File: config.mk
export PLATFORM = sky130hd
export DESIGN_NAME = result_frame_rx_flat
export DESIGN_NICKNAME = d
export VERILOG_FILES = /design/src/rtl/watchdog_pkg.sv /design/src/rtl/result_frame_rx_if.sv /design/src/rtl/rx_gap_timer.sv /design/src/rtl/result_frame_rx.sv /design/src/flat_wrapper.sv
export SDC_FILE = /design/constraint.sdc
export NUM_CORES = 1
export LEC_CHECK = 0
export CAP_MARGIN = 5
export CORE_UTILIZATION = 55
export DETAILED_ROUTE_END_ITERATION = 10
export GPL_ROUTABILITY_DRIVEN = 0
export PLACE_DENSITY = 0.85
export SYNTH_ARGS = -nofsm -noshare
export SYNTH_HDL_FRONTEND = slang
export SYNTH_HIERARCHICAL = 1
export SYNTH_SLANG_ARGS = --single-unit
File: constraint.sdc
create_clock -name clk -period 3.4 [get_ports clk]
set_clock_uncertainty 0.15 [all_clocks]
set_input_delay 0.34 -clock clk [delete_from_list [all_inputs] [get_ports clk]]
set_output_delay 0.34 -clock clk [all_outputs]
set_load 0.005 [all_outputs]
File: src/rtl/watchdog_pkg.sv
// Shared types for the result byte stream: regime encoding, receiver FSM states and header tag.
package watchdog_pkg;

  typedef logic [2:0] regime_t;
  typedef logic [2:0] rx_state_t;

  localparam rx_state_t RX_IDLE   = 3'd0;
  localparam rx_state_t RX_A      = 3'd1;
  localparam rx_state_t RX_B      = 3'd2;
  localparam rx_state_t RX_CHK    = 3'd3;
  localparam rx_state_t RX_COMMIT = 3'd4;

  localparam logic [4:0] HDR_TAG_DEFAULT = 5'b10100;

endpackage

File: src/rtl/result_frame_rx_if.sv
// Result stream bundle: byte input side plus the reassembled frame outputs.
interface result_frame_rx_if #(
  parameter int unsigned WORD_W = 32
);
  import watchdog_pkg::*;

  logic [7:0]        in_byte;
  logic              in_valid;
  logic [WORD_W-1:0] word_a;
  logic [WORD_W-1:0] word_b;
  regime_t           mode;
  logic              frame_valid;
  logic              frame_err;
  logic              busy;

  modport master (
    output in_byte, in_valid,
    input  word_a, word_b, mode, frame_valid, frame_err, busy
  );

  modport slave (
    input  in_byte, in_valid,
    output word_a, word_b, mode, frame_valid, frame_err, busy
  );

endinterface

File: src/rtl/rx_gap_timer.sv
// Inter-byte gap counter; expired fires on the LIMIT-th consecutive enabled idle tick.
module rx_gap_timer #(
  parameter int unsigned LIMIT = 255
) (
  input  logic clk,
  input  logic rst_n,
  input  logic ena,
  input  logic clear,
  input  logic tick,
  output logic expired
);

  localparam int unsigned CntW = $clog2(LIMIT + 1);

  logic [CntW-1:0] cnt_q;

  assign expired = ena && tick && !clear && (cnt_q == CntW'(LIMIT - 1));

  always_ff @(posedge clk or negedge rst_n) begin
    if (!rst_n) begin
      cnt_q <= '0;
    end else if (ena) begin
      if (clear || expired) begin
        cnt_q <= '0;
      end else if (tick) begin
        cnt_q <= cnt_q + 1'b1;
      end
    end
  end

endmodule

File: src/rtl/result_frame_rx.sv
// Reassembles {HDR, word_a, word_b} result frames from the serializer byte stream.
// Optional trailing XOR checksum byte enabled by defining FRAME_CHECKSUM_EN.
module result_frame_rx
  import watchdog_pkg::*;
#(
  parameter int unsigned WORD_BYTES     = 4,
  parameter int unsigned TIMEOUT_CYCLES = 255,
  parameter logic [4:0]  HDR_TAG        = HDR_TAG_DEFAULT
) (
  input  logic              clk,
  input  logic              rst_n,
  input  logic              ena,
  result_frame_rx_if.slave  rx
);

  localparam int unsigned WordW    = WORD_BYTES * 8;
  localparam int unsigned ByteCntW = (WORD_BYTES > 1) ? $clog2(WORD_BYTES) : 1;

  rx_state_t           state_q, state_d;
  regime_t             mode_sh_q, mode_sh_d, mode_q, mode_d;
  logic [WordW-1:0]    a_sh_q, a_sh_d, b_sh_q, b_sh_d;
  logic [WordW-1:0]    word_a_q, word_a_d, word_b_q, word_b_d;
  logic [ByteCntW-1:0] cnt_q, cnt_d;
  logic                fv_q, fv_d, fe_q, fe_d;
  logic                in_rx, last_byte, gap_tick, expired;
  logic [WordW-1:0]    b_next;

  assign in_rx     = (state_q != RX_IDLE) && (state_q != RX_COMMIT);
  assign last_byte = (cnt_q == ByteCntW'(WORD_BYTES - 1));
  assign b_next    = {b_sh_q[WordW-9:0], rx.in_byte};
  assign gap_tick  = in_rx && !rx.in_valid;

  rx_gap_timer #(
    .LIMIT (TIMEOUT_CYCLES)
  ) u_gap_timer (
    .clk     (clk),
    .rst_n   (rst_n),
    .ena     (ena),
    .clear   (!gap_tick),
    .tick    (gap_tick),
    .expired (expired)
  );

`ifdef FRAME_CHECKSUM_EN
  logic [7:0] chk_q, chk_d;

  always_comb begin
    chk_d = chk_q;
    if (rx.in_valid) begin
      chk_d = in_rx ? (chk_q ^ rx.in_byte) : rx.in_byte;
    end
  end

  always_ff @(posedge clk or negedge rst_n) begin
    if (!rst_n) begin
      chk_q <= '0;
    end else if (ena) begin
      chk_q <= chk_d;
    end
  end
`endif

  // Outputs are loaded as the final byte is accepted, so they are visible during COMMIT.
  always_comb begin
    state_d   = state_q;
    mode_sh_d = mode_sh_q;
    a_sh_d    = a_sh_q;
    b_sh_d    = b_sh_q;
    cnt_d     = cnt_q;
    word_a_d  = word_a_q;
    word_b_d  = word_b_q;
    mode_d    = mode_q;
    fv_d      = 1'b0;
    fe_d      = 1'b0;
    case (state_q)
      RX_IDLE, RX_COMMIT: begin
        state_d = RX_IDLE;
        if (rx.in_valid) begin
          if (rx.in_byte[7:3] == HDR_TAG) begin
            mode_sh_d = rx.in_byte[2:0];
            a_sh_d    = '0;
            b_sh_d    = '0;
            cnt_d     = '0;
            state_d   = RX_A;
          end else begin
            fe_d = 1'b1;
          end
        end
      end
      RX_A: begin
        if (rx.in_valid) begin
          a_sh_d = {a_sh_q[WordW-9:0], rx.in_byte};
          cnt_d  = last_byte ? '0 : cnt_q + 1'b1;
          if (last_byte) state_d = RX_B;
        end
      end
      RX_B: begin
        if (rx.in_valid) begin
          b_sh_d = b_next;
          cnt_d  = last_byte ? '0 : cnt_q + 1'b1;
          if (last_byte) begin
`ifdef FRAME_CHECKSUM_EN
            state_d = RX_CHK;
`else
            word_a_d = a_sh_q;
            word_b_d = b_next;
            mode_d   = mode_sh_q;
            fv_d     = 1'b1;
            state_d  = RX_COMMIT;
`endif
          end
        end
      end
`ifdef FRAME_CHECKSUM_EN
      RX_CHK: begin
        if (rx.in_valid) begin
          if (rx.in_byte == chk_q) begin
            word_a_d = a_sh_q;
            word_b_d = b_sh_q;
            mode_d   = mode_sh_q;
            fv_d     = 1'b1;
            state_d  = RX_COMMIT;
          end else begin
            fe_d    = 1'b1;
            state_d = RX_IDLE;
          end
        end
      end
`endif
      default: state_d = RX_IDLE;
    endcase
    if (expired) begin
      fe_d      = 1'b1;
      state_d   = RX_IDLE;
      mode_sh_d = '0;
      a_sh_d    = '0;
      b_sh_d    = '0;
      cnt_d     = '0;
    end
  end

  always_ff @(posedge clk or negedge rst_n) begin
    if (!rst_n) begin
      state_q   <= RX_IDLE;
      mode_sh_q <= '0;
      a_sh_q    <= '0;
      b_sh_q    <= '0;
      cnt_q     <= '0;
      word_a_q  <= '0;
      word_b_q  <= '0;
      mode_q    <= '0;
      fv_q      <= 1'b0;
      fe_q      <= 1'b0;
    end else if (ena) begin
      state_q   <= state_d;
      mode_sh_q <= mode_sh_d;
      a_sh_q    <= a_sh_d;
      b_sh_q    <= b_sh_d;
      cnt_q     <= cnt_d;
      word_a_q  <= word_a_d;
      word_b_q  <= word_b_d;
      mode_q    <= mode_d;
      fv_q      <= fv_d;
      fe_q      <= fe_d;
    end
  end

  assign rx.word_a      = word_a_q;
  assign rx.word_b      = word_b_q;
  assign rx.mode        = mode_q;
  assign rx.frame_valid = fv_q;
  assign rx.frame_err   = fe_q;
  assign rx.busy        = (state_q != RX_IDLE);

endmodule
File: src/flat_wrapper.sv
// flat-port wrapper written by rule: the top's interface ports become plain ports
module result_frame_rx_flat import watchdog_pkg::*;
#(
  parameter int unsigned WORD_BYTES     = 4,
  parameter int unsigned TIMEOUT_CYCLES = 255,
  parameter logic [4:0]  HDR_TAG        = HDR_TAG_DEFAULT
)
  (clk, rst_n, ena, rx_in_byte, rx_in_valid, rx_word_a, rx_word_b, rx_mode, rx_frame_valid, rx_frame_err, rx_busy);
  result_frame_rx_if rx_i ();
  input  logic clk;
  input  logic rst_n;
  input  logic ena;
  input wire logic [$bits(rx_i.in_byte)-1:0] rx_in_byte;
  input wire logic [$bits(rx_i.in_valid)-1:0] rx_in_valid;
  output wire logic [$bits(rx_i.word_a)-1:0] rx_word_a;
  output wire logic [$bits(rx_i.word_b)-1:0] rx_word_b;
  output wire logic [$bits(rx_i.mode)-1:0] rx_mode;
  output wire logic [$bits(rx_i.frame_valid)-1:0] rx_frame_valid;
  output wire logic [$bits(rx_i.frame_err)-1:0] rx_frame_err;
  output wire logic [$bits(rx_i.busy)-1:0] rx_busy;
  assign rx_i.in_byte = rx_in_byte;
  assign rx_i.in_valid = rx_in_valid;
  assign rx_word_a = rx_i.word_a;
  assign rx_word_b = rx_i.word_b;
  assign rx_mode = rx_i.mode;
  assign rx_frame_valid = rx_i.frame_valid;
  assign rx_frame_err = rx_i.frame_err;
  assign rx_busy = rx_i.busy;
  result_frame_rx #(.WORD_BYTES(WORD_BYTES), .TIMEOUT_CYCLES(TIMEOUT_CYCLES), .HDR_TAG(HDR_TAG)) u_core (.clk(clk), .rst_n(rst_n), .ena(ena), .rx(rx_i));
endmodule
== After elaboration in Yosys (flattened, before gate mapping) ==
Index checks and enable logic that the tools add are counted.
Storage, ports and cells
  bits of input ports: 12
  word-level logic and storage cells: 88
  register bits after elaboration: 141
  output and inout bits: 70
Cells by class
  add/subtract/negate cells: 2
  reduce and logical (&&, ||, !) cells: 26
  mux-type cells: 35
  equality and inequality tests: 14
Operators by type and width (count)
  32-bit 2-to-1 mux: 4
  32-bit one-hot mux with 2 select lines: 1
  24-bit 2-to-1 mux: 2
  24-bit one-hot mux with 2 select lines: 1
  3-bit 2-to-1 mux: 10
  5-bit AND reduction: 4
  8-bit 2-to-1 mux: 2
  3-bit != test (second input constant): 4
  3-bit nonzero test: 4
  2-bit 2-to-1 mux: 5
  3-bit by 2-bit != test with 1-bit output (second input constant): 3
  3-bit one-hot mux with 3 select lines: 1
  8-bit by 1-bit adder with 8-bit output (second input constant): 1
  8-bit == test (second input constant): 1
  1-bit 2-to-1 mux: 8
  4-bit AND reduction: 2
  2-bit nonzero test: 4
  5-bit == test (second input constant): 1
  1-bit logical AND: 5
  2-bit one-hot mux with 2 select lines: 1
  2-bit OR reduction: 2
  3-bit by 1-bit == test with 1-bit output (second input constant): 1
  3-bit by 2-bit == test with 1-bit output (second input constant): 1
  3-bit == test (second input constant): 1
  7 further kinds: 8

== Logic depth before layout (Yosys ltp) ==
  depth after elaboration: 9
  depth in mapped cells: 12
  mapped depth without buffers: 9

== Hierarchy ==
The synthesis kept the hierarchy.
Modules (own cells, without submodules)
  result_frame_rx: cells an instance 455, area each 5703.0 µm², instances 1
  rx_gap_timer: cells an instance 46, area each 476.7 µm², instances 1

== Worst setup path after synthesis ==
OpenSTA, ideal clock, no wires.
  kind: register -> register
  start point: register u_core.state_q[0]
  end point: register u_core.cnt_q[0]
  path slack: 835 ps
  cell stages (with the launch flop): 11
  buffers on the path: 2
  arrival: 2287 ps
  cells stage by stage: dfrtp_1 > buf_2 > nor2_1 > or2_2 > inv_1 > nand2_1 > nor3_1 > clkbuf_1 > inv_1 > a21boi_1 > mux2_1
Between the ends
  longest elaborated chain between the ends: 8
RTL lines
  start: declaration: RTL line result_frame_rx.sv:19  | rx_state_t state_q, state_d;
  start signal: assignment: RTL line result_frame_rx.sv:155  | state_q <= state_d;
  3-bit != test / 3-bit nonzero test (equally long branches): RTL line result_frame_rx.sv:28  | assign in_rx = (state_q != RX_IDLE) && (state_q != RX_COMMIT);
  1-bit logical AND *: RTL line result_frame_rx.sv:28
  1-bit logical AND *: RTL line result_frame_rx.sv:31  | assign gap_tick = in_rx && !rx.in_valid;
  net u_core.gap_tick: RTL line result_frame_rx.sv:25  | logic in_rx, last_byte, gap_tick, expired;
  1-bit logical AND: RTL line rx_gap_timer.sv:17  | assign expired = ena && tick && !clear && (cnt_q == CntW'(LIMIT - 1));
  1-bit logical AND * (2 in a row): RTL line rx_gap_timer.sv:17
  net u_core.expired: RTL line result_frame_rx.sv:25
  3-bit by 2-bit != test with 1-bit output (no line), or another cell as far along
  5-bit AND reduction (no line)
  end signal: assignment: RTL line result_frame_rx.sv:159  | cnt_q <= cnt_d;
  end: declaration: RTL line result_frame_rx.sv:23  | logic [ByteCntW-1:0] cnt_q, cnt_d;
Mark *: on every way through the listed nets, which the timed path passes. The rest lies on a longest branch.
A chain may end at the register's enable or synchronous reset.

== Final worst setup path ==
  start point: register u_core.state_q[1]
  end point: register u_core.b_sh_q[11]
Between the ends
  longest elaborated chain between the ends: 8
RTL lines
  3-bit != test / 3-bit nonzero test (equally long branches): RTL line result_frame_rx.sv:28
  1-bit logical AND *: RTL line result_frame_rx.sv:28
  1-bit logical AND *: RTL line result_frame_rx.sv:31
  net u_core.gap_tick: RTL line result_frame_rx.sv:25
  1-bit logical AND: RTL line rx_gap_timer.sv:17
  1-bit logical AND * (2 in a row): RTL line rx_gap_timer.sv:17
  net u_core.expired: RTL line result_frame_rx.sv:25
  3-bit != test (no line), or another cell as far along
  5-bit AND reduction (no line)
  end signal: assignment: RTL line result_frame_rx.sv:158  | b_sh_q <= b_sh_d;
  end: declaration: RTL line result_frame_rx.sv:21  | logic [WordW-1:0] a_sh_q, a_sh_d, b_sh_q, b_sh_d;
Marks and branches as above.

==> impl_metrics.json <==
{
  "grtUsageTotal_pct": 23.3,
  "synth_cells": 501,
  "critPathKind": "flop to flop",
  "dr_wl_met2_um": 6190,
  "firstDrtPassIters": 4,
  "final.setup.tns_ps": 0,
  "wire_per_inst_um": 16.9,
  "drtAntennaViolNets": 0,
  "async_reset_ff_share_pct": 100,
  "cts_sinks": 141,
  "area_growth_pct": 24.9,
  "antenna_cells": 0,
  "clkTransAtPathRegs_ps": 60,
  "h-tree-depth": 4,
  "period_share_pct": 93.0,
  "hp-class": "flop to flop",
  "synth_edf_count": 0,
  "critPathLaunchType": "flop",
  "die_h_um": 108,
  "critical_path.max_fanout": 24,
  "yosysWarnings": 6,
  "power.share.clock_pct": 44.3,
  "share_comb_of_total_power_pct": 8.1,
  "final_common_cell": "dfrtp_1",
  "max-clock-path-buffers": 2,
  "grt_pass1_wl_um": 20600,
  "drt-total-wl_um": 12500,
  "hold_violations": 0,
  "start_util_pct": 56.8,
  "fill_cells": 745,
  "hpwl_um": 7840,
  "power.internal_mw": 3.38,
  "tightest_slew_ps": 1270,
  "cts_setup_buffers": 0,
  "drcViolationCount": 0,
  "fin_nets": 604,
  "die_area_sq_um": 11700,
  "yosysTopAreaCell": "dfrtp_1",
  "end_kind": "flop",
  "top_layer": "met4",
  "viasPerCell": 5.33,
  "swShare_pct": 23.8,
  "status": "finished, final reports clean",
  "synth_fp_nets": 516,
  "cts_tree": "done",
  "vias": 3950,
  "worst_ep_required_time_ps": 3660,
  "wl_met1_um": 5450,
  "p_total_mw": 4.44,
  "synthesis.area_sq_um": 6180,
  "rsz0062_at_grt": "no",
  "antenna_found_initial": 0,
  "critPathArrivalTime_ps": 3420,
  "leakage_nw": 3.57,
  "ys.flop_type": "dfrtp_1",
  "die_w_um": 108,
  "grt_max_degree": 124,
  "grt-ovfl-total": 0,
  "worstSkewPairLatency_ps": 500,
  "ir_worst_vdd_uv": 313,
  "setup_viol": 0,
  "synthTopCellsByArea": "dfrtp_1 (57%), mux2i_1 (9.1%), mux2_2 (8.7%)",
  "cts.root.buffer_cell": "clkbuf_8",
  "port_buffers": 81,
  "maxCapViolCount": 0,
  "drt_iter0_markers": 173,
  "cts_buffers": 17,
  "power_switching_mw": 1.06,
  "yosysSeqAreaShare_pct": 57.1,
  "core_area_sq_um": 10900,
  "max_slew_margin_pct": 15.0,
  "wl_met3_um": 608,
  "synth_area_per_cell_sq_um": 12.3,
  "yosysTopAreaCellShare_pct": 57.1,
  "layout-drive-gt1-share_pct": 17.3,
  "rows": 38,
  "synth-seq-cells": 141,
  "layout_min_cycle_time_ps": 3160,
  "slew_viol_final": 0,
  "cts-resized-gates": 0,
  "num_io_pins": 82,
  "final_cell_mix": "dfrtp_1 (141), clkdlybuf4s50_1 (80), inv_1 (66)",
  "power_density_nw_per_um2": 575,
  "max_freq_mhz": 316,
  "synth_cell_types": 46,
  "grt_pass1_vias": 4191,
  "seqPwrFrac_pct": 47.6
}
## state kept, by name, indices dropped and copies added, names as in the netlist
signal,count
u_core/rx.word_a,32
u_core/mode_sh_q,3
u_core/rx.mode,3
u_core/rx.word_b,32
u_core/u_gap_timer/cnt_q,8
u_core/rx.frame_valid,1
u_core/cnt_q,2
u_core/state_q,3
u_core/b_sh_q,24
u_core/a_sh_q,32
u_core/rx.frame_err,1
## critical path: stages, from the launching register on
cell     delay [ps]
dfrtp_1         580
nor2_1          160
or2_2           370
inv_1           140
nand2_1         140
nor3_1          440
o31ai_1         180
o21ai_2         120
o21a_1          150
buf_4           360
mux2i_1         270
## kinds of logic (layout without fill, tap and decap cells)
group	Yosys count	count (layout)	share of synthesized area (%)
buffers and inverters	90	190	7.49
multiplexers	128	128	22.2
XOR/XNOR	1	1	0.142
adder cells (fa/ha/maj)	4	4	0.769
AND/OR/NAND/NOR	103	103	8.22
flip-flops	141	141	57.1
AO/OA/AOI/OAI	34	34	4.09
## cells in the mapped netlist, drive strengths merged, types with 2 or more instances
cell and number:
dfrtp 141, mux2 72, inv 66, nand2 65, mux2i 56, buf 16
o21ai 9, a21oi 8, clkbuf 8, nor2 7, or3 7, nand2b 6
nand3 5, nor3 5, ha 3, o21a 3, o311ai 3, nand4 2
o31ai 2, or2 2
## power groups by stage
stage	Combinational [mW]	Clock, mW	Sequential [mW]
after floorplan	0.244	0	2.07
after global placement	0.320	0	2.11
after detailed placement	0.355	0	2.12
after CTS	0.368	2.00	2.11
after global routing	0.413	2.07	2.14
final	0.361	1.97	2.11
## metrics by stage
step	instance area, sq um	hold WS [ps]	setup slack, ps	util [%]	cells
after detailed placement	7070	330	214	65.0	709
after global placement	7070	314	396	65.0	709
final	7720	337	239	70.9	741
after floorplan	6180	-106	835	-	501
after global routing	7720	362	55.1	70.9	741
after CTS	7720	343	260	70.9	741
## what timing repair did
item / CTS / global route
hold buffers: 1 / 0
hold endpoints to repair: 121 / 0
endpoints found under the setup margin: 0 / 0
## cell type report
cell class,instances,area [sq um],area share [%]
tap,140,175,2.27
clock buffer,21,449,5.82
inverter,66,248,3.21
clock inverter,10,186,2.41
timing repair buffer,93,930,12.0
sequential,141,3530,45.7
multi-input combinational,270,2200,28.5
## path summary, 6_finish.rpt
check                                            to  slack [ps]  cells past startpoint                 from
min in group asynchronous         u_core/a_sh_q[24]         430                      2                rst_n
max in group asynchronous         u_core/b_sh_q[22]        1880                      3                rst_n
worst max-delay path              u_core/b_sh_q[11]         240                     10    u_core/state_q[1]
worst min register to register  u_core/rx.word_a[9]         340                      1  u_core/rx.word_a[9]
worst min-delay path            u_core/rx.word_a[9]         340                      1  u_core/rx.word_a[9]
worst max register to register    u_core/b_sh_q[11]         240                     10    u_core/state_q[1]
## metal layers
layer,GRT usage [%],up-vias
met4,9.30,0
met5,0,-
met3,6.21,24
met1,29.5,1989
met2,38.3,98
li1,-,1839
Note: power is estimated with default switching activity, not from simulation.
